`config.mk`:
```
export PLATFORM = sky130hd
export DESIGN_NAME = sgdmac_mch_cfg_flat
export DESIGN_NICKNAME = d
export VERILOG_FILES = /design/src/rtl/sgdmac_cfg_pkg.sv /design/src/rtl/sgdmac_mch_cfg_if.sv /design/src/rtl/sgdmac_cfg_ch.sv /design/src/rtl/sgdmac_mch_cfg.sv /design/src/flat_wrapper.sv
export SDC_FILE = /design/constraint.sdc
export NUM_CORES = 1
export LEC_CHECK = 0
export BUFFER_PORTS_ARGS = -buffer_cell sky130_fd_sc_hd__buf_2
export CAP_MARGIN = 20
export CORE_ASPECT_RATIO = 0.8
export CORE_UTILIZATION = 25
export DETAILED_ROUTE_END_ITERATION = 6
export PLACE_DENSITY_LB_ADDON = 0.3
export SYNTH_ARGS = -nofsm -noshare
export SYNTH_HDL_FRONTEND = slang
export SYNTH_SLANG_ARGS = --single-unit
```
`constraint.sdc`:
```
create_clock -name clk -period 2.55 [get_ports clk]
set_input_delay 0.1275 -clock clk [delete_from_list [all_inputs] [get_ports clk]]
set_output_delay 0.1275 -clock clk [all_outputs]
set_load 0.005 [all_outputs]
```
`src/rtl/sgdmac_cfg_pkg.sv`:
```
// Register map constants shared by the multi-channel DMA configuration block.
package sgdmac_cfg_pkg;
   localparam int          APB_AW        = 12;
   localparam int          APB_DW        = 32;

   localparam logic [11:0] VERSION_OFF    = 12'h000;
   localparam logic [11:0] INT_EN_OFF     = 12'h004;
   localparam logic [11:0] INT_STATUS_OFF = 12'h008;

   localparam logic [11:0] CH_BASE        = 12'h100;
   localparam logic [11:0] CH_STRIDE      = 12'h010;
   localparam logic [3:0]  CH_ADDR_OFF    = 4'h0;
   localparam logic [3:0]  CH_CMD_OFF     = 4'h4;
   localparam logic [3:0]  CH_STATUS_OFF  = 4'h8;
   localparam logic [3:0]  CH_CNT_OFF     = 4'hC;

   localparam logic [31:0] VERSION_BASE   = 32'h0002_0000;
   // Descriptors are 16-byte aligned; any of these bits set in a base address is illegal.
   localparam logic [31:0] ALIGN_MASK     = 32'h0000_000F;
endpackage

```
`src/rtl/sgdmac_mch_cfg_if.sv`:
```
// APB slave bus bundle for the DMA configuration block.
interface sgdmac_mch_cfg_if;
   import sgdmac_cfg_pkg::*;

   logic              psel_i;
   logic              penable_i;
   logic              pwrite_i;
   logic [APB_AW-1:0] paddr_i;
   logic [APB_DW-1:0] pwdata_i;
   logic              pready_o;
   logic [APB_DW-1:0] prdata_o;
   logic              pslverr_o;

   modport master (output psel_i, penable_i, pwrite_i, paddr_i, pwdata_i,
                   input  pready_o, prdata_o, pslverr_o);
   modport slave  (input  psel_i, penable_i, pwrite_i, paddr_i, pwdata_i,
                   output pready_o, prdata_o, pslverr_o);
endinterface

```
`src/rtl/sgdmac_cfg_ch.sv`:
```
// One DMA channel: descriptor base, busy flag, start pulse and completion counter.
// Start pulse one cycle after an accepted command; no backpressure.
module sgdmac_cfg_ch
   import sgdmac_cfg_pkg::*;
#(
   parameter int CNT_W = 16
) (
   input  logic             clk,
   input  logic             rst,
   input  logic             addr_wr,
   input  logic             cmd_wr,
   input  logic [31:0]      wdata,
   input  logic             done,
   output logic [31:0]      start_addr,
   output logic             start,
   output logic             busy,
   output logic             blocked,
   output logic             fin,
   output logic [CNT_W-1:0] done_cnt
);
   logic start_acc;
   logic addr_acc;

   // A completion in the same cycle frees the channel, so a new start may follow at once.
   assign fin       = done & busy;
   assign blocked   = busy & ~done;
   assign start_acc = cmd_wr & wdata[0] & ~blocked;
   assign addr_acc  = addr_wr & ~blocked & ((wdata & ALIGN_MASK) == 32'h0);

   always_ff @(posedge clk) begin
      if (rst) begin
         start_addr <= '0;
         start      <= 1'b0;
         busy       <= 1'b0;
         done_cnt   <= '0;
      end else begin
         if (addr_acc) start_addr <= wdata;
         start <= start_acc;
         if (start_acc)  busy <= 1'b1;
         else if (fin)   busy <= 1'b0;
         if (fin) done_cnt <= done_cnt + CNT_W'(1);
      end
   end
endmodule

```
`src/rtl/sgdmac_mch_cfg.sv`:
```
// APB register block for a multi-channel scatter-gather DMA: globals plus per-channel state.
// Zero wait states; read data/error captured in setup, busy rejections resolved in access.
module sgdmac_mch_cfg
   import sgdmac_cfg_pkg::*;
#(
   parameter int CH_CNT = 4,
   parameter int CNT_W  = 16
) (
   input  logic                 clk,
   input  logic                 rst,
   sgdmac_mch_cfg_if.slave      apb,
   output logic [CH_CNT*32-1:0] start_addr_o,
   output logic [CH_CNT-1:0]    start_o,
   input  logic [CH_CNT-1:0]    done_i,
   output logic                 irq_o
);
   logic              setup, access, wr_commit;
   logic [3:0]        off;
   logic [CH_CNT-1:0] int_en, int_status;
   logic [CH_CNT-1:0] ch_hit, busy, blocked, fin, addr_wr, cmd_wr, live_rej;
   logic [CNT_W-1:0]  done_cnt [CH_CNT];
   logic [31:0]       setup_dat, prdata_q;
   logic              setup_err, pslverr_q;

   assign setup     = apb.psel_i & ~apb.penable_i;
   assign access    = apb.psel_i & apb.penable_i;
   assign wr_commit = access & apb.pwrite_i & ~pslverr_q;
   assign off       = apb.paddr_i[3:0];

   for (genvar n = 0; n < CH_CNT; n++) begin : g_ch
      assign ch_hit[n]   = apb.paddr_i[11:4] == 8'((CH_BASE + CH_STRIDE * n) >> 4);
      assign addr_wr[n]  = wr_commit & ch_hit[n] & (off == CH_ADDR_OFF);
      assign cmd_wr[n]   = wr_commit & ch_hit[n] & (off == CH_CMD_OFF);
      assign live_rej[n] = ch_hit[n] & blocked[n] &
                           ((off == CH_ADDR_OFF) | ((off == CH_CMD_OFF) & apb.pwdata_i[0]));

      sgdmac_cfg_ch #(.CNT_W(CNT_W)) u_ch (
         .clk        (clk),
         .rst        (rst),
         .addr_wr    (addr_wr[n]),
         .cmd_wr     (cmd_wr[n]),
         .wdata      (apb.pwdata_i),
         .done       (done_i[n]),
         .start_addr (start_addr_o[32*n +: 32]),
         .start      (start_o[n]),
         .busy       (busy[n]),
         .blocked    (blocked[n]),
         .fin        (fin[n]),
         .done_cnt   (done_cnt[n])
      );
   end

   // Decode defaults to an error so every unmatched address/direction is rejected.
   always_comb begin
      setup_dat = '0;
      setup_err = 1'b1;
      case (apb.paddr_i)
         VERSION_OFF: if (!apb.pwrite_i) begin
            setup_err = 1'b0;
            setup_dat = VERSION_BASE | 32'(CH_CNT);
         end
         INT_EN_OFF: begin
            setup_err = 1'b0;
            if (!apb.pwrite_i) setup_dat = 32'(int_en);
         end
         INT_STATUS_OFF: begin
            setup_err = 1'b0;
            if (!apb.pwrite_i) setup_dat = 32'(int_status);
         end
         default: ;
      endcase
      for (int n = 0; n < CH_CNT; n++) begin
         if (ch_hit[n]) begin
            case (off)
               CH_ADDR_OFF: begin
                  setup_err = apb.pwrite_i && ((apb.pwdata_i & ALIGN_MASK) != 32'h0);
                  if (!apb.pwrite_i) setup_dat = start_addr_o[32*n +: 32];
               end
               CH_CMD_OFF:    setup_err = !apb.pwrite_i;
               CH_STATUS_OFF: if (!apb.pwrite_i) begin
                  setup_err = 1'b0;
                  setup_dat = {31'b0, busy[n]};
               end
               CH_CNT_OFF:    if (!apb.pwrite_i) begin
                  setup_err = 1'b0;
                  setup_dat = 32'(done_cnt[n]);
               end
               default: ;
            endcase
         end
      end
   end

   always_ff @(posedge clk) begin
      if (rst) begin
         prdata_q   <= '0;
         pslverr_q  <= 1'b0;
         int_en     <= '0;
         int_status <= '0;
      end else begin
         if (setup) begin
            prdata_q  <= setup_dat;
            pslverr_q <= setup_err;
         end
         if (wr_commit && apb.paddr_i == INT_EN_OFF) int_en <= apb.pwdata_i[CH_CNT-1:0];
         // A completion in the same cycle as the clear keeps its bit set.
         int_status <= ((wr_commit && apb.paddr_i == INT_STATUS_OFF)
                        ? (int_status & ~apb.pwdata_i[CH_CNT-1:0]) : int_status) | fin;
      end
   end

   assign apb.pready_o  = access;
   assign apb.prdata_o  = (access & ~apb.pwrite_i) ? prdata_q : 32'h0;
   assign apb.pslverr_o = access & (pslverr_q | (apb.pwrite_i & |live_rej));
   assign irq_o         = |(int_status & int_en);
endmodule
```
`src/flat_wrapper.sv`:
```
// flat-port wrapper written by rule: the top's interface ports become plain ports
module sgdmac_mch_cfg_flat import sgdmac_cfg_pkg::*;
#(
   parameter int CH_CNT = 4,
   parameter int CNT_W  = 16
)
  (clk, rst, start_addr_o, start_o, done_i, irq_o, apb_psel_i, apb_penable_i, apb_pwrite_i, apb_paddr_i, apb_pwdata_i, apb_pready_o, apb_prdata_o, apb_pslverr_o);
  sgdmac_mch_cfg_if apb_i ();
  input  logic clk;
  input  logic rst;
  output logic [CH_CNT*32-1:0] start_addr_o;
  output logic [CH_CNT-1:0] start_o;
  input  logic [CH_CNT-1:0] done_i;
  output logic irq_o;
  input wire logic [$bits(apb_i.psel_i)-1:0] apb_psel_i;
  input wire logic [$bits(apb_i.penable_i)-1:0] apb_penable_i;
  input wire logic [$bits(apb_i.pwrite_i)-1:0] apb_pwrite_i;
  input wire logic [$bits(apb_i.paddr_i)-1:0] apb_paddr_i;
  input wire logic [$bits(apb_i.pwdata_i)-1:0] apb_pwdata_i;
  output wire logic [$bits(apb_i.pready_o)-1:0] apb_pready_o;
  output wire logic [$bits(apb_i.prdata_o)-1:0] apb_prdata_o;
  output wire logic [$bits(apb_i.pslverr_o)-1:0] apb_pslverr_o;
  assign apb_i.psel_i = apb_psel_i;
  assign apb_i.penable_i = apb_penable_i;
  assign apb_i.pwrite_i = apb_pwrite_i;
  assign apb_i.paddr_i = apb_paddr_i;
  assign apb_i.pwdata_i = apb_pwdata_i;
  assign apb_pready_o = apb_i.pready_o;
  assign apb_prdata_o = apb_i.prdata_o;
  assign apb_pslverr_o = apb_i.pslverr_o;
  sgdmac_mch_cfg #(.CH_CNT(CH_CNT), .CNT_W(CNT_W)) u_core (.clk(clk), .rst(rst), .apb(apb_i), .start_addr_o(start_addr_o), .start_o(start_o), .done_i(done_i), .irq_o(irq_o));
endmodule
```
Word level (Yosys, flattened, before mapping):

Cells that the tools add are included.

* $add $sub $neg: 4
* equality and inequality tests: 9
* multiplexer cells: 48
* bitwise gates (word level): 69
* reductions and logical operators: 16

Operators with widths (number)
* 32-bit 2-to-1 mux: 17
* 32-bit one-hot mux with 3 select lines: 4
* 16-bit by 1-bit adder with 16-bit output (second input constant): 4
* 18-bit one-hot mux with 3 select lines: 1
* 1-bit AND: 52
* 8-bit by 5-bit equality test with 1-bit output (second input constant): 4
* 32-bit zero test: 1
* 32-bit nonzero test: 1
* 18-bit 2-to-1 mux: 1
* 1-bit 2-to-1 mux: 17
* 12-bit by 3-bit equality test with 1-bit output (second input constant): 1
* 12-bit by 4-bit equality test with 1-bit output (second input constant): 1
* 12-bit zero test: 1
* 4-bit 2-to-1 mux: 3
* 1-bit one-hot mux with 3 select lines: 4
* 1-bit NOT: 11
* 4-bit AND: 2
* 4-bit equality test (second input constant): 2
* 2-bit nonzero test: 4
* 4-bit OR reduction: 2
* 4-bit by 3-bit equality test with 1-bit output (second input constant): 1
* 4-bit zero test: 1
* 4-bit NOT: 1
* 4-bit OR: 1
* 5 further kinds: 9

* register bits after elaboration: 241
* word-level logic and storage cells: 166

Logic depth before layout (Yosys ltp):

* depth in word-level cells: 15
* depth in mapped cells: 9
* depth with buffers taken out: 6

Modules after synthesis:

A second synthesis with hierarchy kept.

* cells, all modules: 1404
* area total of the unflattened synthesis: 11477.3 µm²

By module, submodules not included
* sgdmac_cfg_ch: times used 4, cells an instance 224, area an instance 1894.3 µm²
* sgdmac_mch_cfg: times used 1, cells an instance 508, area an instance 3900.0 µm²

Least setup slack after synthesis:

No wires, ideal clock.

* path type: in2reg
* start: input port apb_paddr_i[2]
* end: register u_core.g_ch[0].u_ch.start_addr[31]
* arrival: 1.564 ns
* data required time: 2.418 ns
* setup slack: 0.854 ns
* stages: 8
* buffers on the path: 3
* path through: buf_2 -> nor4_4 -> nand3_2 -> or3_1 -> buf_2 -> buf_6 -> nand2_1 -> a21oi_1

* cells in the longest elaborated chain, start to end: 4

Ends and longest elaborated chain
* start: declaration: RTL line flat_wrapper.sv:18 `input wire logic [$bits(apb_i.paddr_i)-1:0] apb_paddr_i;`
* 4-bit zero test: RTL line sgdmac_mch_cfg.sv:32 `assign addr_wr[n] = wr_commit & ch_hit[n] & (off == CH_ADDR_OFF);`
* 1-bit AND: RTL line sgdmac_mch_cfg.sv:32
* 1-bit AND (2 in a row): RTL line sgdmac_cfg_ch.sv:28 `assign addr_acc = addr_wr & ~blocked & ((wdata & ALIGN_MASK) == 32'h0);`
* end signal: assignment: RTL line sgdmac_cfg_ch.sv:37 `if (addr_acc) start_addr <= wdata;`
* end: declaration: RTL line sgdmac_cfg_ch.sv:14 `output logic [31:0] start_addr,`

Every way passes these cells.
A chain may end at the register's enable or synchronous reset.

Final worst setup path:

* start: input port apb_paddr_i[9]
* end: output port apb_pslverr_o

* cells in the longest elaborated chain, start to end: 7
* elaborated cells between the ends (all ways): 16
* classes of those cells: eq/ne: 4; bitwise: 11; reduce/logical: 1

Ends and longest elaborated chain
* 8-bit by 5-bit equality test with 1-bit output: RTL line sgdmac_mch_cfg.sv:31 `assign ch_hit[n] = apb.paddr_i[11:4] == 8'((CH_BASE + CH_STRIDE * n) >> 4);`
* 1-bit AND (2 in a row): RTL line sgdmac_mch_cfg.sv:34 `assign live_rej[n] = ch_hit[n] & blocked[n] &`
* 4-bit OR reduction (*): RTL line sgdmac_mch_cfg.sv:114 `assign apb.pslverr_o = access & (pslverr_q | (apb.pwrite_i & |live_rej));`
* 1-bit AND (*): RTL line sgdmac_mch_cfg.sv:114
* 1-bit OR (*): RTL line sgdmac_mch_cfg.sv:114
* 1-bit AND (*): RTL line sgdmac_mch_cfg.sv:114
* end: declaration: RTL line flat_wrapper.sv:22 `output wire logic [$bits(apb_i.pslverr_o)-1:0] apb_pslverr_o;`

Mark *: on every way between the ends. The rest lies on a longest branch, timed or not.

==> run metrics <==
die area 0.0467 mm²; fin. max-slew vios 0; filler instances 4,745; most common cell after layout, fill and taps aside nand2_1; met2 WL post-DR 20,600 µm; Mean Syn Cell Area 8.15 µm²; Post-Synth XOR/XNOR Area 3.67%; DR vias/cell 5.13; CTS clk-pin slew, worst paths 0.06 ns; R2R cell count 5; CP cell instances buf_2 -> nor4b_4 -> and3_1 -> buf_4 -> a32oi_1 -> o221ai_1 -> a22o_1 -> buf_2; Worst-Margin Slew 0.660 ns; slowest cell delay on critical path 0.59 ns; Final Core Density 32.7%; Layout Skew 0.0162 ns; multi-input combinational cell area 0.00603 mm²; IO Port Bufs 219; Num CTS Buffers 29; Starting Density 25.5%; most frequent cells in the layout 283 x nand2_1, 241 x dfxtp_1, 218 x buf_2; mux contribution to synthesized area 1.10%; met3 WL 3730 µm; Tcrit/Tclk final 83.8%; critical register-to-register path startpoint u_core.pslverr_q; CTS tree built; compound-cell area share of the yosys netlist 20.7%; Hold Path Sink u_core.g_ch[3].u_ch.done_cnt[3]; peak supply drop 0.360 mV; Rel. slew slack 56.0%; RSZ-0062 raised after global routing no; Longest Clk Path Bufs 3; dominant synthesized flop cell dfxtp_1; vias in the first global route 10,800; largest family of logic cells by synthesized area simple AND/OR/NAND/NOR gates; crit path kind in -> out; worst skew pair latency 0.57 ns; Die W 241 µm; R2R Setup Slk 0.60 ns; Final setup viols 0; Mapped Cells 1,405; core area 0.0448 mm²; Net Count, Synth 1,462; GRT overflow 0; initial antenna violation count 7; WP data required 2.42 ns; largest net degree at the start of global routing 83; Worst Min Path Start rst; Cell variety after synth 70; status complete, no violations; final setup TNS 0 ns; MaxCap Viol Count 0; H-Tree Level Count 1; Final #Nets 1,689; layout cells sized above 1 21.6%; Yosys warnings 0; f_max 468 MHz; FF-to-FF End u_core.int_status[2]; most used cell, CP buf_2; Detailed Place HPWL 35,700 µm; Synth Cell Area 0.0114 mm²; simple-gate area share of the yosys netlist 26.6%; Synth Register Bits 241; Fin. Hold Viols 0; row count 69; Layout Area Growth over Synthesis 28.0%; routability cong. 0.920; CTS Sinks 241; adder-cell area share of the yosys netlist 0.437%; CP Launch Type input port; Vias 11,600; hold path depth 2; wire length on met1 22,900 µm; clk root buf clkbuf_16; Non-Filler Instances 2,262; boundary pin count 220; GRT Total Usage 20.1%; DRT antenna net count 0; crit path capture type output port; Post-CTS Setup Inserts 0; Worst EP arrival 2.01 ns; Leakage 5.62 nW; Iter 0 DRT Violations 1,214; Post-synth ARST share 0%; first-pass GRT wire length 71,400 µm; Placed Cells 2,167; Sequential Area 0.00482 mm²; sequential share of the synthesized area 42.1%; Max FO, Critical Path 12; pwr dens 601 mW/mm²; drt drc 0; max layer used met5; Post-synth EDFFs 0; DRT Pass-1 Iters 6; fin crit period 2.14 ns; die height 193 µm; Slowest-stage cell, CP and3_1; worst path buffer plus inverter count 3; delay-heaviest family, CP simple AND/OR/NAND/NOR gates; HP Class in -> reg; WL final 48,300 µm; Routed wire per std cell 21.4 µm
==> per-layer routing <==
layer,up-vias,GRT usage [%]
met4,6,4.83
met1,5608,29.6
met5,-,0
met3,75,4.34
li1,5466,-
met2,440,29.5
==> worst reg2reg max path, stage by stage, from the launching register on <==
cell and delay, ns:
dfxtp_1 0.34, or3_1 0.44, nor3_1 0.22, buf_4 0.17
a311oi_1 0.10, dlygate4sd3_1 0.57
==> worst max path at each step <==
stage | startpoint | to | cells past startpoint
floorplan | apb_paddr_i[2] | u_core.g_ch[0].u_ch.start_addr[31] | 8
global placement | apb_paddr_i[2] | u_core.prdata_q[17] | 5
detailed placement | apb_paddr_i[2] | u_core.prdata_q[17] | 5
CTS | apb_paddr_i[9] | apb_pslverr_o | 8
global route | apb_paddr_i[9] | apb_pslverr_o | 8
finish | apb_paddr_i[9] | apb_pslverr_o | 8
==> report_power, final <==
part / total, mW / internal [mW] / switching [mW]
Combinational: 0.488 / 0.162 / 0.326
Clock: 4.52 / 2.78 / 1.74
Sequential: 3.79 / 3.78 / 0.00988
==> state kept, by name (all words and copies together) (netlist names) <==
register,cells
u_core.g_ch.u_ch.start,4
u_core.int_en,4
u_core.int_status,4
u_core.g_ch.u_ch.done_cnt,64
u_core.g_ch.u_ch.start_addr,128
u_core.g_ch.u_ch.busy,4
u_core.prdata_q,32
u_core.pslverr_q,1
==> metrics by stage <==
step	setup WS, ns	hold WS, ns	power [mW]	area, µm²
after floorplan	0.854	0.236	4.10	11400
after global placement	0.434	0.373	4.30	13200
after detailed placement	0.377	0.395	4.31	13200
after CTS	0.434	0.00645	8.87	14600
after global routing	0.375	0.0403	9.07	14600
final	0.414	0.00296	8.80	14600
==> logic make-up after synthesis <==
| family | count (synthesis) |
|---|---|
| AO/OA/AOI/OAI | 360 |
| XOR/XNOR | 48 |
| adder cells (fa/ha/maj) | 4 |
| buffers and inverters | 124 |
| flip-flops | 241 |
| multiplexers | 12 |
| AND/OR/NAND/NOR | 616 |
==> synthesized netlist by cell type, types with 7 or more instances <==
| library cell | n | area share (%) |
|---|---|---|
| o21ai_0 | 30 | 1.3 |
| o41ai_1 | 8 | 0.61 |
| xnor2_1 | 17 | 1.3 |
| nor3_1 | 22 | 0.96 |
| o21a_1 | 9 | 0.59 |
| nand2b_1 | 8 | 0.44 |
| or3_1 | 19 | 1.0 |
| inv_1 | 8 | 0.26 |
| and2_1 | 10 | 0.55 |
| a222oi_1 | 12 | 1.0 |
| a22oi_1 | 29 | 1.9 |
| dfxtp_1 | 241 | 42 |
| nor2_1 | 94 | 3.1 |
| nand2_1 | 283 | 9.3 |
| nor3b_1 | 24 | 1.6 |
| and4_1 | 11 | 0.84 |
| a21oi_1 | 158 | 6.9 |
| buf_4 | 13 | 0.85 |
| a22o_1 | 23 | 1.8 |
| xor2_1 | 31 | 2.4 |
| nand3_1 | 38 | 1.7 |
| buf_6 | 9 | 0.89 |
| nand4_1 | 19 | 1.0 |
| a2bb2oi_1 | 12 | 0.92 |
| a221o_1 | 8 | 0.70 |
| mux2i_1 | 7 | 0.61 |
| clkbuf_1 | 61 | 2.0 |
| and3_1 | 46 | 2.5 |
| a211oi_1 | 12 | 0.79 |
| nor2b_1 | 10 | 0.55 |
| o21bai_1 | 19 | 1.2 |
| buf_2 | 27 | 1.2 |
==> area by class of cell <==
cell class,instances,share of cell area (%)
multi-input cells,1040,41.2
flip-flops and latches,241,32.9
repair buffers,311,13.2
clock buffers,40,5.92
well taps,603,5.15
clock inverters,14,1.31
inverters,9,0.231
diodes,4,0.0683
==> repair_timing <==
item,4_1_cts,5_1_grt
resized for setup,0,0
endpoints found under the hold margin,124,0
hold buffers,37,0
(Power assumes the default switching activity.)
